--- src/rtl/score_keeper_pkg.sv ---
// Shared widths, defaults and state encoding for the score path.
package score_keeper_pkg;

   localparam int unsigned POS_W  = 10;
   localparam int unsigned END_W  = POS_W + 1;
   localparam int unsigned BCD_W  = 16;
   localparam int unsigned INC_W  = 2;
   localparam int unsigned DIGITS = 4;

   localparam logic [POS_W-1:0] PILLAR_W_DEF  = 10'd40;
   localparam logic [BCD_W-1:0] SCORE_MAX_DEF = 16'h9999;

   typedef enum logic [1:0] {
      ST_IDLE    = 2'd0,
      ST_PLAYING = 2'd1,
      ST_COMMIT  = 2'd2,
      ST_OVER    = 2'd3
   } state_e;

endpackage : score_keeper_pkg

--- src/rtl/score_keeper_bcd_add_sat.sv ---
// Combinational 4-digit BCD plus {0,1,2} with saturation on overflow.
module bcd_add_sat
   import score_keeper_pkg::*;
#(
   parameter logic [BCD_W-1:0] SAT_VALUE = SCORE_MAX_DEF
) (
   input  logic [BCD_W-1:0] bcd_i,
   input  logic [INC_W-1:0] inc_i,
   output logic [BCD_W-1:0] sum_o
);

   logic [BCD_W-1:0] sum;
   logic [INC_W-1:0] carry;
   logic [4:0]       digit;

   // Ripple the increment through the digits; carry out of the top digit saturates.
   always_comb begin
      sum   = '0;
      carry = inc_i;
      digit = '0;
      for (int d = 0; d < int'(DIGITS); d++) begin
         digit = {1'b0, bcd_i[4*d +: 4]} + {3'b000, carry};
         if (digit > 5'd9) begin
            sum[4*d +: 4] = 4'(digit - 5'd10);
            carry         = 2'd1;
         end else begin
            sum[4*d +: 4] = digit[3:0];
            carry         = 2'd0;
         end
      end
      sum_o = (carry != 2'd0) ? SAT_VALUE : sum;
   end

endmodule : bcd_add_sat

--- src/rtl/score_keeper.sv ---
// Counts pillars cleared by the bird, keeps current/high BCD score and display digits.
module score_keeper
   import score_keeper_pkg::*;
#(
   parameter logic [POS_W-1:0] PILLAR_W  = PILLAR_W_DEF,
   parameter logic [BCD_W-1:0] SCORE_MAX = SCORE_MAX_DEF
) (
   input  logic             clk,
   input  logic             rst_n,
   input  logic             game_tick,
   input  logic             game_state,
   input  logic [POS_W-1:0] bird_x,
   input  logic [POS_W-1:0] pillar1_x,
   input  logic [POS_W-1:0] pillar2_x,
   output logic [BCD_W-1:0] score_bcd,
   output logic [BCD_W-1:0] high_bcd,
   output logic [BCD_W-1:0] disp_bcd,
   output logic             score_pulse,
   output logic             new_high
);

   state_e           state_q, state_d;
   logic             gs_q;
   logic [BCD_W-1:0] score_q, score_d;
   logic [BCD_W-1:0] high_q, high_d;
   logic [BCD_W-1:0] disp_q, disp_d;
   logic             pulse_q, pulse_d;
   logic             new_high_q, new_high_d;
   logic [1:0]       passed_q, passed_d;

   logic             rise, fall;
   logic [END_W-1:0] end1, end2, bird_ext;
   logic [1:0]       pass, back;
   logic [INC_W-1:0] inc;
   logic [BCD_W-1:0] sum;

   assign rise = game_state & ~gs_q;
   assign fall = ~game_state & gs_q;

   // Right edge of each pillar at 11 bits so x + width never wraps.
   assign bird_ext = {1'b0, bird_x};
   assign end1     = {1'b0, pillar1_x} + {1'b0, PILLAR_W};
   assign end2     = {1'b0, pillar2_x} + {1'b0, PILLAR_W};
   assign back     = {end2 >= bird_ext, end1 >= bird_ext};
   assign pass     = ~back & ~passed_q;
   assign inc      = {1'b0, pass[0]} + {1'b0, pass[1]};

   bcd_add_sat #(
      .SAT_VALUE(SCORE_MAX)
   ) u_add (
      .bcd_i(score_q),
      .inc_i(inc),
      .sum_o(sum)
   );

   always_comb begin
      state_d    = state_q;
      score_d    = score_q;
      high_d     = high_q;
      passed_d   = passed_q;
      pulse_d    = 1'b0;
      new_high_d = 1'b0;
      case (state_q)
         ST_IDLE, ST_OVER: begin
            if (rise) begin
               state_d  = ST_PLAYING;
               score_d  = '0;
               passed_d = '0;
            end
         end
         ST_PLAYING: begin
            // A falling game_state takes priority over a coincident tick.
            if (fall) begin
               state_d = ST_COMMIT;
            end else if (game_tick) begin
               score_d  = sum;
               pulse_d  = (inc != '0);
               passed_d = pass | (passed_q & ~back);
            end
         end
         ST_COMMIT: begin
            if (score_q > high_q) begin
               high_d     = score_q;
               new_high_d = 1'b1;
            end
            state_d = ST_OVER;
         end
         default: state_d = ST_IDLE;
      endcase
      disp_d = ((state_d == ST_PLAYING) || (state_d == ST_COMMIT)) ? score_d : high_d;
   end

   always_ff @(posedge clk or negedge rst_n) begin
      if (!rst_n) begin
         state_q    <= ST_IDLE;
         gs_q       <= 1'b0;
         score_q    <= '0;
         high_q     <= '0;
         disp_q     <= '0;
         pulse_q    <= 1'b0;
         new_high_q <= 1'b0;
         passed_q   <= '0;
      end else begin
         state_q    <= state_d;
         gs_q       <= game_state;
         score_q    <= score_d;
         high_q     <= high_d;
         disp_q     <= disp_d;
         pulse_q    <= pulse_d;
         new_high_q <= new_high_d;
         passed_q   <= passed_d;
      end
   end

   assign score_bcd   = score_q;
   assign high_bcd    = high_q;
   assign disp_bcd    = disp_q;
   assign score_pulse = pulse_q;
   assign new_high    = new_high_q;

endmodule : score_keeper

--- config.mk ---
export PLATFORM = sky130hd
export DESIGN_NAME = score_keeper
export DESIGN_NICKNAME = d
export VERILOG_FILES = /design/src/rtl/score_keeper_pkg.sv /design/src/rtl/score_keeper_bcd_add_sat.sv /design/src/rtl/score_keeper.sv
export SDC_FILE = /design/constraint.sdc
export NUM_CORES = 1
export LEC_CHECK = 0
export BUFFER_PORTS_ARGS = -buffer_cell sky130_fd_sc_hd__buf_2
export CORE_MARGIN = 2
export CORE_UTILIZATION = 45
export DETAILED_ROUTE_END_ITERATION = 16
export PLACE_DENSITY = 0.68
export SLEW_MARGIN = 10
export SYNTH_ARGS = -nofsm -noshare
export SYNTH_HDL_FRONTEND = slang
export SYNTH_SLANG_ARGS = --single-unit
--- constraint.sdc ---
create_clock -name clk -period 7.8 [get_ports clk]
set_input_delay 0.39 -clock clk [delete_from_list [all_inputs] [get_ports clk]]
set_output_delay 0.39 -clock clk [all_outputs]
set_load 0.01 [all_outputs]
# --- Word level (Yosys, flattened, before mapping) ---
# Index checks and enable logic that the tools add are counted.
classes:
  add_sub_neg: 11
  n_lt_le_gt_ge: 7
  eq_ne: 8
  mux: 28
  bitwise: 9
  n_reduce_logical: 7
ops:
  columns: ["operator", "count"]
  rows:
  - ["16-bit 2-to-1 mux", 7]
  - ["16-bit one-hot mux with 2 select lines", 1]
  - ["10-bit by 6-bit adder with 11-bit output, second input constant", 2]
  - ["11-bit by 10-bit greater-or-equal comparator with 1-bit output", 2]
  - ["5-bit by 4-bit > comparator with 1-bit output, second input constant", 4]
  - ["16-bit > comparator", 1]
  - ["4-bit 2-to-1 mux", 4]
  - ["4-bit subtractor, second input constant", 4]
  - ["4-bit by 1-bit adder with 5-bit output", 3]
  - ["2-bit 2-to-1 mux", 5]
  - ["1-bit 2-to-1 mux", 9]
  - ["2-bit equality test, second input constant", 3]
  - ["2-bit != test, second input constant", 3]
  - ["2-bit one-hot mux with 3 select lines", 1]
  - ["2-bit nonzero test", 3]
  - ["4-bit by 2-bit adder with 5-bit output", 1]
  - ["2-bit bitwise AND", 2]
  - ["2-bit by 1-bit equality test with 1-bit output, second input constant", 2]
  - ["2-bit inverter", 2]
  - ["2-bit one-hot mux with 2 select lines", 1]
  - ["4-bit AND reduction", 1]
  - ["1-bit by 1-bit adder with 2-bit output", 1]
  - ["1-bit bitwise AND", 2]
  - ["2-bit logical NOT", 1]
  - ["other kinds (4)", 5]
word_totals:
  ff_bits: 55
  input_bits: 34
  out_inout_bits: 50

# --- Logic depth before layout (Yosys ltp) ---
depth:
  depth_word: 23
  depth_mapped: 35

# --- By module ---
# From an unflattened synthesis, not the netlist that was laid out.
hier_totals:
  hier_cells: 402
  hier_area_um2: 4090.2
by_module_without_submodules:
  columns: ["module", "instances", "cells_each", "area_per_inst_um2", "seq_area_each_um2"]
  rows:
  - ["score_keeper", 1, 285, 3259.4, 1376.3]
  - ["bcd_add_sat", 1, 117, 830.8, 0.0]

# --- Worst setup path after synthesis ---
# No wires, ideal clock.
synth_timing:
  path_type: "input to register"
  startpoint: "in pillar1_x[4]"
  endpoint: "reg disp_q[13] (netlist: disp_bcd[13])"
  setup_ns: 0.126
  t_arrival_ns: 7.157
  slack_ns: 0.517
  cell_stages: 35
  path_buffers: 0
  path_cell_list: "a21o_1 > and3_1 > xor2_1 > ha_1 > a21o_1 > a221oi_1 > nor3b_1 > o211ai_1 > and2_1 > nor2_1 > ha_1 > ha_1 > inv_1 > fa_1 > nand2b_1 > o21ai_0 > a21oi_1 > ha_1 > ha_1 > or2_1 > a21oi_1 > a21oi_1 > ha_1 > ha_1 > or2_2 > a21oi_1 > nor3_1 > ha_1 > ha_1 > nand2b_1 > a31oi_1 > nor3_1 > nor2_1 > and3_1 > a221o_1"
synth_between:
  elab_chain_len: 23
  elab_cells_between_ends: 25
  cone_classes: "add/sub: 7; order compare: 5; mux: 10; bitwise: 2; reduce/logical: 1"
synth_rtl:
  columns: ["element", "line_no", "rtl"]
  rows:
  - ["start: declaration", "score_keeper.sv:13", "input logic [POS_W-1:0] pillar1_x,"]
  - ["10-bit by 6-bit adder with 11-bit output *", "score_keeper.sv:42", "assign end1 = {1'b0, pillar1_x} + {1'b0, PILLAR_W};"]
  - ["11-bit by 10-bit greater-or-equal comparator with 1-bit output *", "score_keeper.sv:44", "assign back = {end2 >= bird_ext, end1 >= bird_ext};"]
  - ["2-bit inverter *", "score_keeper.sv:45", "assign pass = ~back & ~passed_q;"]
  - ["2-bit bitwise AND *", "score_keeper.sv:45", null]
  - ["1-bit by 1-bit adder with 2-bit output *", "score_keeper.sv:46", "assign inc = {1'b0, pass[0]} + {1'b0, pass[1]};"]
  - ["4-bit by 2-bit adder with 5-bit output *", "score_keeper_bcd_add_sat.sv:22", "digit = {1'b0, bcd_i[4*d +: 4]} + {3'b000, carry};"]
  - ["5-bit by 4-bit > comparator with 1-bit output *", "score_keeper_bcd_add_sat.sv:23", "if (digit > 5'd9) begin"]
  - ["1-bit 2-to-1 mux *", "score_keeper_bcd_add_sat.sv:23", null]
  - ["[... 8 more ...]", null, null]
  - ["1-bit 2-to-1 mux", "score_keeper_bcd_add_sat.sv:23", null]
  - ["2-bit nonzero test", "score_keeper_bcd_add_sat.sv:31", "sum_o = (carry != 2'd0) ? SAT_VALUE : sum;"]
  - ["16-bit 2-to-1 mux *", "score_keeper_bcd_add_sat.sv:31", null]
  - ["16-bit 2-to-1 mux *", "score_keeper.sv:75", "end else if (game_tick) begin"]
  - ["16-bit 2-to-1 mux *", "score_keeper.sv:73", "if (fall) begin"]
  - ["16-bit one-hot mux with 2 select lines *", "score_keeper.sv:63", "case (state_q)"]
  - ["16-bit 2-to-1 mux *", "score_keeper.sv:90", "disp_d = ((state_d == ST_PLAYING) || (state_d == ST_COMMIT)) ? score_d : high_d;"]
  - ["named net disp_d[13]", "score_keeper.sv:26", "logic [BCD_W-1:0] disp_q, disp_d;"]
  - ["end signal: assignment", "score_keeper.sv:108", "disp_q <= disp_d;"]
  - ["end: declaration", "score_keeper.sv:26", null]
# The timed path passes the listed nets; every way through them passes the cells marked *.
# A chain may end at the register's enable or synchronous reset.

# --- Worst setup path in the final report ---
layout_timing:
  startpoint: "in pillar1_x[4]"
  endpoint: "reg disp_q[3] (netlist: disp_bcd[3])"
layout_between:
  elab_chain_len: 23
  elab_cells_between_ends: 25
  cone_classes: "add/sub: 7; order compare: 5; mux: 10; bitwise: 2; reduce/logical: 1"
layout_rtl:
  columns: ["element", "line_no"]
  rows:
  - ["10-bit by 6-bit adder with 11-bit output *", "score_keeper.sv:42"]
  - ["11-bit by 10-bit greater-or-equal comparator with 1-bit output *", "score_keeper.sv:44"]
  - ["2-bit inverter *", "score_keeper.sv:45"]
  - ["2-bit bitwise AND *", "score_keeper.sv:45"]
  - ["1-bit by 1-bit adder with 2-bit output *", "score_keeper.sv:46"]
  - ["4-bit by 2-bit adder with 5-bit output *", "score_keeper_bcd_add_sat.sv:22"]
  - ["5-bit by 4-bit > comparator with 1-bit output", "score_keeper_bcd_add_sat.sv:23"]
  - ["1-bit 2-to-1 mux", "score_keeper_bcd_add_sat.sv:23"]
  - ["[... 8 more ...]", null]
  - ["1-bit 2-to-1 mux", "score_keeper_bcd_add_sat.sv:23"]
  - ["2-bit nonzero test", "score_keeper_bcd_add_sat.sv:31"]
  - ["16-bit 2-to-1 mux *", "score_keeper_bcd_add_sat.sv:31"]
  - ["16-bit 2-to-1 mux *", "score_keeper.sv:75"]
  - ["16-bit 2-to-1 mux *", "score_keeper.sv:73"]
  - ["16-bit one-hot mux with 2 select lines *", "score_keeper.sv:63"]
  - ["16-bit 2-to-1 mux *", "score_keeper.sv:90"]
  - ["named net disp_d[3]", "score_keeper.sv:26"]
# Marks and branches as above.

==> results by group <==
Status
  – Status: finished, final reports clean

Floorplan
  – Die X-Extent: 99.1 µm
  – Io pins: 84
  – # rows: 34
  – Starting density of the core: 46.5%
  – Core region area: 8760 µm²
  – Chip height: 99.1 µm
  – Die area: 9830 µm²

CTS
  – CTS tree: built
  – Latest clock arrival within the worst-skew pair: 0.31 ns
  – Clock Sinks: 55
  – Worst-path clk slew: 0.10 ns
  – Htree depth: 2
  – Max Buffers Root-to-Sink: 2
  – Root buffer cell: clkbuf_8
  – CTS buffer count: 5

Critical path
  – Worst Setup SP: pillar1_x[4]
  – Buf+Inv Stages, Crit Path: 3
  – Worst Setup Start Kind: input pin
  – Worst path slowest cell: fa_2
  – Worst R2R Start: passed_q[1]$_DFFE_PN0P_
  – Crit path kind: input pin to register
  – CP Depth: 35
  – R2r worst-path depth: 25
  – CP max stage delay: 0.45 ns
  – CP max FO: 6
  – Crit path max-delay family: adder cells
  – Data arrival time of the worst path: 7.69 ns
  – Most used cell, CP: ha_1
  – CP Capture Type: register
  – Critical path data required time: 8.00 ns

Pwr
  – P_leak: 2.56 nW
  – Peak supply drop: 0.178 mV
  – Pwr per Cell Area: 217 nW/µm²
  – Final Power: 1.05 mW

Global routing
  – Grt total ovfl: 0
  – Vias in the first global route: 3598
  – Largest net degree at the start of global routing: 56
  – First-pass GRT wire length: 16600 µm
  – Total Routing Usage GR: 20.3%
  – Initial antenna violation count: 0

Finish
  – # nets final: 627
  – Syn-to-layout area delta: 18.7%
  – Area of the multi-input gates: 2540 µm²
  – Diodes inserted: 0
  – Storage element area: 1380 µm²
  – Commonest non-fill, non-tap cells in the layout: buf_2, dfrtp_1, nand2_1, ha_1, inv_1
  – Share of cells above drive strength 1: 24.6%
  – Post-route insts no fill: 648
  – Most common cell after layout, fill and taps aside: buf_2
  – Fillers: 800
  – Core Util, Final: 55.2%

Synthesis
  – Area share of the largest cell type after synthesis: 33.8%
  – Synth area leaders: dfrtp_1, ha_1, nand2_1, inv_1, a221o_1
  – Prevailing post-synth register cell: dfrtp_1
  – Mapped Cells: 450
  – Syn Std Cell Area: 4070 µm²
  – Area leader, netlist: dfrtp_1
  – Synthesized area per cell: 9.05 µm²
  – Async SR Flop Fraction: 100%
  – Yosys cell types: 64
  – #FFs+latches synth: 55
  – Sequential area share after synthesis: 33.8%
  – Net Count, Synth: 538
  – Synth Warn #: 0
  – EDFF count, synth: 0

STA
  – Post-layout min period: 7.49 ns
  – Tcrit/Tclk final: 96.0%
  – Final Hold Fails: 0
  – Skew final: 0.00763 ns
  – Worst slew pin tran: 0.960 ns
  – # setup viols final: 0
  – Fmax: 134 MHz
  – Max-Slew Margin vs Limit: 35.7%
  – Slew Viols, Final: 0

Run
  – Max cap viols: 0

Place
  – Port-buffer cells: 83
  – DP HPWL: 7510 µm
  – Placed instance count: 639
  – GPL Wtd Cong: 0.879

Drt
  – Vias: 3626
  – 1st-pass router iterations: 5
  – Wire length per cell: 15.3 µm
  – Final ANT Viol Nets: 0
  – DR DRC count: 0
  – Number of vias per cell: 5.60
  – DRT Wirelength: 9940 µm
  – Initial DRC count: 199

Hold path
  – Hold crit path type: input pin to asynchronous set/reset pin
[registers in the layout, indices dropped and copies added (netlist names)]
register	count
new_high	1
passed_q	2
state_q	2
gs_q	1
high_bcd	16
disp_bcd	16
score_pulse	1
score_bcd	16
[cell type report]
type                    count  share of cell area [%]
multi-input cells         337                    52.6
well taps                 108                    2.80
inverters                  43                    3.34
repair buffers             97                    10.8
flip-flops and latches     55                    28.5
clock buffers               6                    1.71
clock inverters             2                   0.336
[layer usage]
metal  up-vias  track usage [%]  wire length, µm
met4         0             6.53              157
li1       1792                -                -
met2       107             34.7             4810
met3        16             2.95              460
met5         -                0                0
met1      1711             26.5             4520
[synth_stat cells, types with 2 or more instances]
master    count
dfrtp_1      55
ha_1         53
nand2_1      50
inv_1        42
o21ai_0      24
a21oi_1      22
nor2_1       18
a21o_1       17
nor3_1       15
a221o_1      13
xnor2_1      13
nand2b_1     11
o21ai_1      11
nand3_1       9
clkbuf_1      8
buf_2         6
mux2_2        6
xor2_1        6
and2_1        4
and3_1        4
o211ai_1      4
o22ai_1       4
a31oi_1       3
nand4_1       3
nor3b_1       3
a211oi_1      2
a22oi_1       2
a311o_1       2
nor2b_1       2
o21bai_1      2
o22a_1        2
or2_2         2
[kinds of logic after synthesis]
| logic type | after synthesis | share of synthesized area [%] |
|---|---|---|
| mux | 9 | 2.55 |
| compound gates | 127 | 21.8 |
| simple gates | 127 | 15.0 |
| xor+xnor | 19 | 4.08 |
| flops | 55 | 33.8 |
| buf+inv | 58 | 5.71 |
| fa+ha+maj | 55 | 17.0 |
[stage by stage]
step                      area, µm²  TNS (ns)  setup slack [ns]  hold slack [ns]
after CTS                      4750         0           0.00498            0.229
after detailed placement       4650     -2.10            -0.278            0.491
final                          4830         0             0.310            0.191
after floorplan                4070         0             0.517           0.0944
after global placement         4650   -0.0729           -0.0729            0.483
after global routing           4830   -0.0591           -0.0562            0.268
[path summary, 6_finish.rpt]
kind,endpoint,slack (ns)
min reg2reg,passed_q[0]$_DFFE_PN0P_,0.51
max reg2reg,disp_bcd[3]$_DFF_PN0_,1.79
min in group clk,gs_q$_DFF_PN0_,0.27
min,new_high$_DFF_PN0_,0.19
max in group asynchronous,score_bcd[7]$_DFF_PN0_,7.14
max,disp_bcd[3]$_DFF_PN0_,0.31
[timing repair]
action                     CTS  global route
hold buffers                 0             0
setup endpoints to repair    0            28
buffers inserted             0             1
resized for setup            0            15
[power breakdown]
| part | leakage (nW) | switching [mW] | internal (mW) |
|---|---|---|---|
| logic | 1.76 | 0.351 | 0.196 |
| clock network | 0.0474 | 0.0979 | 0.0728 |
| registers | 0.757 | 0.0231 | 0.310 |
Note: power is estimated with default switching activity, not from simulation.
